===== config.mk =====
export PLATFORM = sky130hd
export DESIGN_NAME = regfile_dump_ctrl_flat
export DESIGN_NICKNAME = d
export VERILOG_FILES = /design/src/rtl/regfile_dump_ctrl_pkg.sv /design/src/rtl/regfile_dump_ctrl_if.sv /design/src/rtl/regfile_dump_ctrl_serializer.sv /design/src/rtl/regfile_dump_ctrl.sv /design/src/flat_wrapper.sv
export SDC_FILE = /design/constraint.sdc
export NUM_CORES = 1
export LEC_CHECK = 0
export BUFFER_PORTS_ARGS = -buffer_cell sky130_fd_sc_hd__buf_2
export CAP_MARGIN = 30
export CORE_ASPECT_RATIO = 0.8
export CORE_MARGIN = 2
export CORE_UTILIZATION = 53
export DETAILED_ROUTE_END_ITERATION = 10
export PLACE_DENSITY = 0.8
export SYNTH_ARGS = -nofsm -noshare
export SYNTH_HDL_FRONTEND = slang
export SYNTH_SLANG_ARGS = --single-unit

===== constraint.sdc =====
create_clock -name i_clk -period 2.5 [get_ports i_clk]
set_input_delay 0.125 -clock i_clk [delete_from_list [all_inputs] [get_ports i_clk]]
set_output_delay 0.125 -clock i_clk [all_outputs]
set_load 0.02 [all_outputs]

===== src/rtl/regfile_dump_ctrl_pkg.sv =====
// Shared definitions for the register-file dump controller and the register file it borrows from.
// REGFILE_DUMP_HEADER_EN (see regfile_dump_ctrl.sv) enables the ST_HEADER path.
package regfile_dump_ctrl_pkg;

  localparam int NUM_REGS_DEF   = 32;
  localparam int ADDR_W_DEF     = 5;
  localparam int DATA_W_DEF     = 32;
  localparam int BYTES_PER_WORD = DATA_W_DEF / 8;

  localparam logic [7:0] HEADER_BYTE = 8'hA5;

  typedef enum logic [2:0] {
    ST_IDLE   = 3'd0,
    ST_HEADER = 3'd1,
    ST_SETUP  = 3'd2,
    ST_SEND   = 3'd3,
    ST_DONE   = 3'd4
  } state_e;

  // Counter width able to hold 0..bpw, so the post-increment after the last byte never wraps.
  function automatic int byte_cnt_width(input int bpw);
    return (bpw < 1) ? 1 : $clog2(bpw + 1);
  endfunction

endpackage


===== src/rtl/regfile_dump_ctrl_if.sv =====
// Register-file rs read port plus byte stream toward the debug UART TX.
// master = dump controller side, slave = pipeline / register file / UART side.
interface regfile_dump_ctrl_if
  import regfile_dump_ctrl_pkg::*;
#(
  parameter int ADDR_W = ADDR_W_DEF,
  parameter int DATA_W = DATA_W_DEF
) ();

  logic [ADDR_W-1:0] pipe_rs_sel;
  logic [ADDR_W-1:0] rf_rs_sel;
  logic [DATA_W-1:0] rf_rs_data;
  logic [7:0]        tx_data;
  logic              tx_valid;
  logic              tx_ready;

  modport master (
    input  pipe_rs_sel,
    input  rf_rs_data,
    input  tx_ready,
    output rf_rs_sel,
    output tx_data,
    output tx_valid
  );

  modport slave (
    output pipe_rs_sel,
    output rf_rs_data,
    output tx_ready,
    input  rf_rs_sel,
    input  tx_data,
    input  tx_valid
  );

endinterface


===== src/rtl/regfile_dump_ctrl_serializer.sv =====
// Loads a parallel word (or a single stand-alone byte) and shifts it out LSB first
// over an 8-bit valid/ready stream; o_last marks the byte currently presented as the final one.
module word_byte_serializer
  import regfile_dump_ctrl_pkg::*;
#(
  parameter int DATA_W = DATA_W_DEF
) (
  input  logic              i_clk,
  input  logic              i_rst,
  input  logic              i_load,
  input  logic              i_load_byte,
  input  logic [DATA_W-1:0] i_word,
  input  logic [7:0]        i_byte,
  input  logic              i_ready,
  output logic [7:0]        o_data,
  output logic              o_valid,
  output logic              o_last,
  output logic              o_xfer
);

  localparam int BPW   = DATA_W / 8;
  localparam int CNT_W = byte_cnt_width(BPW);
  localparam logic [CNT_W-1:0] LAST_CNT = CNT_W'(BPW - 1);

  logic [DATA_W-1:0] r_shift;
  logic [CNT_W-1:0]  r_cnt;
  logic              r_valid;
  logic              r_single;
  logic              w_xfer;
  logic              w_last;

  assign w_xfer  = r_valid & i_ready;
  assign w_last  = r_single | (r_cnt == LAST_CNT);
  assign o_data  = r_shift[7:0];
  assign o_valid = r_valid;
  assign o_last  = w_last;
  assign o_xfer  = w_xfer;

  // Shift register, byte counter and valid flag; a stalled byte holds all three.
  always_ff @(posedge i_clk) begin
    if (i_rst) begin
      r_shift  <= '0;
      r_cnt    <= '0;
      r_valid  <= 1'b0;
      r_single <= 1'b0;
    end else if (i_load) begin
      r_shift  <= i_word;
      r_cnt    <= '0;
      r_valid  <= 1'b1;
      r_single <= 1'b0;
    end else if (i_load_byte) begin
      r_shift  <= DATA_W'(i_byte);
      r_cnt    <= '0;
      r_valid  <= 1'b1;
      r_single <= 1'b1;
    end else if (w_xfer) begin
      r_shift <= r_shift >> 8;
      r_cnt   <= r_cnt + CNT_W'(1);
      if (w_last) begin
        r_valid  <= 1'b0;
        r_single <= 1'b0;
      end else begin
        r_valid  <= 1'b1;
        r_single <= r_single;
      end
    end else begin
      r_shift  <= r_shift;
      r_cnt    <= r_cnt;
      r_valid  <= r_valid;
      r_single <= r_single;
    end
  end

endmodule


===== src/rtl/regfile_dump_ctrl.sv =====
// Debug dump sequencer: borrows the register-file rs port and streams every register out LSB first.
// Define REGFILE_DUMP_HEADER_EN to prefix the stream with a single HEADER_BYTE.
module regfile_dump_ctrl
  import regfile_dump_ctrl_pkg::*;
#(
  parameter int NUM_REGS = NUM_REGS_DEF,
  parameter int ADDR_W   = ADDR_W_DEF,
  parameter int DATA_W   = DATA_W_DEF
) (
  input  logic                i_clk,
  input  logic                i_rst,
  input  logic                i_start,
  regfile_dump_ctrl_if.master bus,
  output logic                o_busy,
  output logic                o_done
);

  localparam logic [ADDR_W-1:0] LAST_IDX = ADDR_W'(NUM_REGS - 1);

  state_e            r_state;
  logic [ADDR_W-1:0] r_idx;
  logic              r_busy;
  logic              r_done;

  logic              w_load;
  logic              w_load_byte;
  logic              w_xfer;
  logic              w_last;

  // Pipeline owns the read port whenever no dump is running.
  assign bus.rf_rs_sel = r_busy ? r_idx : bus.pipe_rs_sel;

  assign w_load = (r_state == ST_SETUP);
`ifdef REGFILE_DUMP_HEADER_EN
  assign w_load_byte = (r_state == ST_IDLE) & i_start;
`else
  assign w_load_byte = 1'b0;
`endif

  word_byte_serializer #(
    .DATA_W (DATA_W)
  ) u_ser (
    .i_clk       (i_clk),
    .i_rst       (i_rst),
    .i_load      (w_load),
    .i_load_byte (w_load_byte),
    .i_word      (bus.rf_rs_data),
    .i_byte      (HEADER_BYTE),
    .i_ready     (bus.tx_ready),
    .o_data      (bus.tx_data),
    .o_valid     (bus.tx_valid),
    .o_last      (w_last),
    .o_xfer      (w_xfer)
  );

  // Dump sequencer: state, register index and the registered busy/done outputs.
  always_ff @(posedge i_clk) begin
    if (i_rst) begin
      r_state <= ST_IDLE;
      r_idx   <= '0;
      r_busy  <= 1'b0;
      r_done  <= 1'b0;
    end else begin
      r_done <= 1'b0;
      case (r_state)
        ST_IDLE: begin
          if (i_start) begin
            r_idx  <= '0;
            r_busy <= 1'b1;
`ifdef REGFILE_DUMP_HEADER_EN
            r_state <= ST_HEADER;
`else
            r_state <= ST_SETUP;
`endif
          end else begin
            r_state <= ST_IDLE;
          end
        end
        ST_HEADER: begin
          if (w_xfer) begin
            r_state <= ST_SETUP;
          end else begin
            r_state <= ST_HEADER;
          end
        end
        ST_SETUP: begin
          r_state <= ST_SEND;
        end
        ST_SEND: begin
          if (w_xfer && w_last) begin
            if (r_idx == LAST_IDX) begin
              r_state <= ST_DONE;
              r_done  <= 1'b1;
            end else begin
              r_idx   <= r_idx + ADDR_W'(1);
              r_state <= ST_SETUP;
            end
          end else begin
            r_state <= ST_SEND;
          end
        end
        ST_DONE: begin
          r_state <= ST_IDLE;
          r_idx   <= '0;
          r_busy  <= 1'b0;
        end
        default: begin
          r_state <= ST_IDLE;
          r_idx   <= '0;
          r_busy  <= 1'b0;
        end
      endcase
    end
  end

  assign o_busy = r_busy;
  assign o_done = r_done;

endmodule


===== src/flat_wrapper.sv =====
// flat-port wrapper written by rule: the top's interface ports become plain ports
module regfile_dump_ctrl_flat import regfile_dump_ctrl_pkg::*;
#(
  parameter int NUM_REGS = NUM_REGS_DEF,
  parameter int ADDR_W   = ADDR_W_DEF,
  parameter int DATA_W   = DATA_W_DEF
)
  (i_clk, i_rst, i_start, o_busy, o_done, bus_pipe_rs_sel, bus_rf_rs_data, bus_tx_ready, bus_rf_rs_sel, bus_tx_data, bus_tx_valid);
  regfile_dump_ctrl_if #(.ADDR_W(ADDR_W), .DATA_W(DATA_W)) bus_i ();
  input  logic i_clk;
  input  logic i_rst;
  input  logic i_start;
  output logic o_busy;
  output logic o_done;
  input wire logic [$bits(bus_i.pipe_rs_sel)-1:0] bus_pipe_rs_sel;
  input wire logic [$bits(bus_i.rf_rs_data)-1:0] bus_rf_rs_data;
  input wire logic [$bits(bus_i.tx_ready)-1:0] bus_tx_ready;
  output wire logic [$bits(bus_i.rf_rs_sel)-1:0] bus_rf_rs_sel;
  output wire logic [$bits(bus_i.tx_data)-1:0] bus_tx_data;
  output wire logic [$bits(bus_i.tx_valid)-1:0] bus_tx_valid;
  assign bus_i.pipe_rs_sel = bus_pipe_rs_sel;
  assign bus_i.rf_rs_data = bus_rf_rs_data;
  assign bus_i.tx_ready = bus_tx_ready;
  assign bus_rf_rs_sel = bus_i.rf_rs_sel;
  assign bus_tx_data = bus_i.tx_data;
  assign bus_tx_valid = bus_i.tx_valid;
  regfile_dump_ctrl #(.NUM_REGS(NUM_REGS), .ADDR_W(ADDR_W), .DATA_W(DATA_W)) u_core (.i_clk(i_clk), .i_rst(i_rst), .i_start(i_start), .bus(bus_i), .o_busy(o_busy), .o_done(o_done));
endmodule

=== Word level (Yosys, flattened, before mapping) ===
Index checks and enable logic that the tools add are counted.

* Bits of input ports: 41
* Register bits: 46
* Logic and storage cells: 49

* Equality and inequality tests: 8
* Bitwise operators: 5
* Add/subtract/negate cells: 2
* Multiplexer cells: 18
* Reduce and logical (&&, ||, !) cells: 9

{| class="wikitable"
|+ Operators with widths
! cell !! number
|-
| two-way mux 32 bit || 2
|-
| two-way mux 5 bit || 4
|-
| case mux 5 bit (3 select lines) || 1
|-
| case mux 3 bit (4 select lines) || 1
|-
| equality test 3 x 2 -> 1 bit (second input constant) || 3
|-
| two-way mux 3 bit || 2
|-
| OR reduction 3 bit || 2
|-
| adder 5 x 1 -> 5 bit (second input constant) || 1
|-
| equality test 5 bit (second input constant) || 1
|-
| two-way mux 1 bit || 5
|-
| two-way mux 2 bit || 2
|-
| != test 2 bit (second input constant) || 2
|-
| inverter 1 bit || 4
|-
| AND reduction 4 bit || 1
|-
| OR reduction 2 bit || 2
|-
| adder 3 x 1 -> 3 bit (second input constant) || 1
|-
| equality test 3 x 1 -> 1 bit (second input constant) || 1
|-
| logical NOT 3 bit || 1
|-
| != test 2 x 1 -> 1 bit (second input constant) || 1
|-
| case mux 1 bit (2 select lines) || 1
|-
| AND reduction 2 bit || 1
|-
| nonzero test 2 bit || 1
|-
| bitwise AND 1 bit || 1
|-
| logical AND 1 bit || 1
|}

=== Logic depth before layout (Yosys ltp) ===
* Depth after elaboration: 4
* Mapped depth: 6
* Depth with buffers taken out: 6

=== Hierarchy ===
A second synthesis with hierarchy kept.

* Cells, all modules: 245
* Area, all modules: 2306.0 um^2

{| class="wikitable"
|+ By module, submodules not included
! module !! area each (um^2) !! cells each !! sequential area each (um^2) !! times used
|-
| word_byte_serializer || 1755.4 || 186 || 740.7 || 1
|-
| regfile_dump_ctrl || 550.5 || 59 || 200.2 || 1
|}

=== Worst setup path before layout ===
No wires, ideal clock.

* Kind: register -> register
* From: reg u_core.r_idx[0]
* To: reg u_core.r_idx[3]
* Path slack: 0.695 ns
* Arrival time: 1.730 ns
* Stages on the path, launching flop included: 7
* Library setup time: 0.074 ns
* Buffers on the path: 0
* Required time: 2.426 ns
* Path through: dfxtp_1 ha_1 and3_1 ha_1 nand4b_1 or4_1 a31oi_1

* Longest elaborated chain between the ends: 4
* Elaborated cells between the ends (all ways): 7

{| class="wikitable"
|+ Ends and longest elaborated chain
! element !! RTL line !! text
|-
| from (decl) || regfile_dump_ctrl.sv:21 || <nowiki>logic [ADDR_W-1:0] r_idx;</nowiki>
|-
| from (signal assigned) || regfile_dump_ctrl.sv:95 || <nowiki>r_idx <= r_idx + ADDR_W'(1);</nowiki>
|-
| adder 5 x 1 -> 5 bit || regfile_dump_ctrl.sv:95 ||
|-
| two-way mux 5 bit || regfile_dump_ctrl.sv:91 || <nowiki>if (r_idx == LAST_IDX) begin</nowiki>
|-
| two-way mux 5 bit || regfile_dump_ctrl.sv:90 || <nowiki>if (w_xfer && w_last) begin</nowiki>
|-
| case mux 5 bit (3 select lines) || regfile_dump_ctrl.sv:65 || <nowiki>case (r_state)</nowiki>
|}

Several ways; a longest one is shown, not always the timed one. The select of a mux whose other input is x is not followed.
A chain may end at the register's enable or synchronous reset.

=== Final worst setup path ===
Ends and elaborated chain as after synthesis.

==> results.txt <==
----------------------------------------------------
[Placement]
  Number of port buffers ... 56
  Routability-driven placement congestion ratio ... roughly 0.79
  Dpl hpwl ... 3070 um
  Placement-stage worst setup slack ... a little under 600 ps

[Route]
  Total via count in the routed design ... roughly 1900
  DRC violations left ... 0
  Vias per cell ... 5.33
  Number of detailed-route iterations in the first pass ... 4
  Initial DRC Count ... between 100 and 150
  Remaining number of nets flagged by the antenna check after routing ... 0
  Total routed wirelength ... approximately 4500 um
  Wirelength per Cell ... about 13 um

[Worst setup path]
  Chain of cells forming the critical path ... ha_1, and3_1, ha_1, nand4b_1, or4_1, a31oi_1
  Reg-to-reg critical path startpoint ... u_core.r_idx[0]$_SDFFE_PP0P_
  Kind of launch point of the worst setup path ... flop
  Highest-delay cell along the critical path ... sky130_fd_sc_hd__or4_1
  Worst path arrival time ... between 2000 and 2500 ps
  Worst Reg2Reg Path Length in Cells ... 6
  Worst stage delay on the critical path ... about 500 ps
  CP Max Fanout ... 5
  Start point of the critical path ... u_core.r_idx[0]$_SDFFE_PP0P_
  Setup slack of the worst register-to-register path ... 560 ps
  Worst path required time ... between 2000 and 3000 ps
  Worst Path Class, Setup ... reg -> reg
  Crit path capture type ... flop
  Endpoint of the worst register-to-register path ... u_core.r_idx[3]$_SDFFE_PP0P_
  Cell occurring most often along the worst timing path ... sky130_fd_sc_hd__ha_1
  Critical Path End ... u_core.r_idx[3]$_SDFFE_PP0P_

[Power]
  Power per cell area ... around 630 nW/um^2
  Overall power of the completed layout ... roughly 1.6 mW
  Peak ir drop on the vdd network ... ~0.0004 V
  Static Leak ... around 0.99 nW

[Die]
  Die width ... 77.3 um
  Count of boundary I/O pins ... 57
  Std-Cell Core Area ... between 4000 and 5000 um^2
  Die footprint ... slightly below 5000 um^2
  Chip height ... between 60 and 70 um
  Initial core utilization ... 0.549
  Cell row count ... 21

[Layout]
  Post-synthesis to final-layout area growth ... 13.5%
  Final nets ... 341
  Number of diodes added for antenna fixing ... 0
  Fraction of final layout cells with drive strength greater than 1 ... 0.337
  Most common cell after layout, fill and taps aside ... sky130_fd_sc_hd__nand2_1
  Highest-count cells in the layout ignoring fill and taps ... sky130_fd_sc_hd__nand2_1 (61), sky130_fd_sc_hd__buf_2 (56), sky130_fd_sc_hd__dfxtp_1 (46), sky130_fd_sc_hd__nor2_1 (26), sky130_fd_sc_hd__a311oi_2 (24)

[Synth]
  Mapped Avg Cell Area ... 8.87 um^2
  Share of the synthesized area in the top cell type ... 0.404
  Post-synthesis cell area ... 2280 um^2
  Share of synthesized flip-flops with an asynchronous set or reset ... 0
  Synthesized netlist cell count ... roughly 260
  Count of different cell masters after synthesis ... 37
  Net Count, Synth ... 302
  YS warnings ... 0
  Main synth FF type ... sky130_fd_sc_hd__dfxtp_1
  Sequential fraction of the synthesis area ... 0.404
  Yosys reg bits ... 46
  Cell accounting for the most synthesized area ... sky130_fd_sc_hd__dfxtp_1
  Dominant cells by area after synthesis ... sky130_fd_sc_hd__dfxtp_1 (40%), sky130_fd_sc_hd__a311oi_2 (16%), sky130_fd_sc_hd__nand2_1 (10%)
  Number of flops mapped to enable cells by yosys ... 0

[Clock tree]
  Number of gates resized after CTS ... 0
  Number of buffers added to fix hold violations after cts ... 0
  Root buffer cell ... sky130_fd_sc_hd__clkbuf_8
  H-Tree Depth ... 2
  TritonCTS clock tree ... yes
  Clock transition time at the flip-flop clock pins of the worst setup and hold paths ... around 80 ps
  TritonCTS Buffers ... 5
  Insertion delay of the later-clocked pin in the worst-skew pair ... about 300 ps
  Clk sink count ... 46
  Post-CTS Repair Setup Buffers ... 0
  Maximum clock insertion buffer count ... 2

[Timing]
  Final sum of negative setup slack ... 0 ps
  Fin worst setup slack ... 560 ps
  Hold Vio Cnt, Final ... 0
  Setup violation total in the final timing report ... 0
  Highest attainable clock frequency ... just over 0.5 GHz
  Final min period ... between 1500 and 2000 ps
  Worst slew margin relative to its limit ... 0.570
  RSZ-0062 raised after global routing ... no
  Final worst path period share ... 0.776
  Clock skew ... approximately 8.6 ps
  Final max-slew violation count ... 0
  Worst slew pin tran ... about 640 ps

[Job]
  Max_cap viols ... 0

[Outcome]
  Result of the run ... finished, final reports clean

[GRT]
  Global-route wire length before repair ... ~7400 um
  Antenna violations before repair ... 0
  Remaining Overflow, GRT ... 0
  Maximum number of pins on one net before global-route repair ... 57
  Total routing resource utilization after global routing ... 0.189
  Via count of the first global-routing pass ... 1631

[Min path]
  Worst min-delay path category ... in -> reg

----------------------------------------------------
through the flow:
step           utilization  instance area [um^2]  cells  hold slack (ps)
6_report             0.623                  2580    354             57.3
3_3_place_gp         0.600                  2490    346              366
5_1_grt              0.623                  2580    354             56.8
4_1_cts              0.623                  2580    354             52.7
3_5_place_dp         0.600                  2490    346              373
2_1_floorplan            -                  2280    257              261
worst max-delay path: cells and delay by family (launching register included):
| family | cells | cell delay [ps] |
|---|---|---|
| AND/OR/NAND/NOR | 3 | 940 |
| flip-flops | 1 | 360 |
| adder cells (fa/ha/maj) | 2 | 420 |
| AO/OA/AOI/OAI | 1 | 160 |
logic make-up after synthesis:
logic type      count (synthesis)  share of synthesized area
flops                          46                      0.404
simple gates                  118                      0.228
fa+ha+maj                       4                     0.0220
buf+inv                        34                     0.0862
mux                             6                     0.0291
compound gates                 48                      0.226
xor+xnor                        1                    0.00384
power breakdown:
group / internal, mW / switching [mW]
clock network: 0.222 / 0.251
logic: 0.135 / 0.186
registers: 0.796 / 0.0422
total: 1.15 / 0.479
layout make-up:
class | count | area (um^2)
sequential | 46 | 921
clock inverter | 2 | 12.5
timing repair buffer | 61 | 318
multi-input combinational | 177 | 1160
tap | 57 | 71.3
fill | 393 | 1570
clock buffer | 6 | 82.6
inverter | 5 | 18.8
metal layers:
layer	track usage	vias to the layer above	part of all wire
met5	0	-	0
met4	0.0737	0	0.015
met3	0.0419	8	0.056
met2	0.286	51	0.43
met1	0.263	851	0.50
li1	-	978	-
Yosys cell counts (4+ instances only):
library cell and number:
sky130_fd_sc_hd__a21oi_1 11, sky130_fd_sc_hd__a311oi_2 24, sky130_fd_sc_hd__buf_2 7, sky130_fd_sc_hd__buf_4 8, sky130_fd_sc_hd__buf_6 4, sky130_fd_sc_hd__clkbuf_1 9, sky130_fd_sc_hd__dfxtp_1 46, sky130_fd_sc_hd__ha_1 4
sky130_fd_sc_hd__inv_1 5, sky130_fd_sc_hd__mux2_2 5, sky130_fd_sc_hd__nand2_1 61, sky130_fd_sc_hd__nand3_1 11, sky130_fd_sc_hd__nor2_1 26, sky130_fd_sc_hd__nor3_1 5
registers in the layout, indices dropped and copies added (netlist names):
register	count
u_core.u_ser.r_shift	32
u_core.r_state	3
u_core.o_busy	1
u_core.u_ser.o_valid	1
u_core.o_done	1
u_core.r_idx	5
u_core.u_ser.r_cnt	3
how the worst min path moves through the flow:
| stage | startpoint | endpoint | slack [ps] | cells past startpoint |
|---|---|---|---|---|
| 3_3_place_gp | bus_rf_rs_data[28] | u_core.u_ser.r_shift[28]$_SDFFE_PP0P_ | 370 | 3 |
| 3_5_place_dp | bus_rf_rs_data[27] | u_core.u_ser.r_shift[27]$_SDFFE_PP0P_ | 370 | 3 |
| 6_report | bus_rf_rs_data[27] | u_core.u_ser.r_shift[27]$_SDFFE_PP0P_ | 60 | 3 |
| 4_1_cts | bus_rf_rs_data[27] | u_core.u_ser.r_shift[27]$_SDFFE_PP0P_ | 50 | 3 |
| 5_1_grt | bus_rf_rs_data[26] | u_core.u_ser.r_shift[26]$_SDFFE_PP0P_ | 60 | 3 |
| 2_1_floorplan | bus_rf_rs_data[24] | u_core.u_ser.r_shift[24]$_SDFFE_PP0P_ | 260 | 2 |
Power figures use the tool's default switching activity.
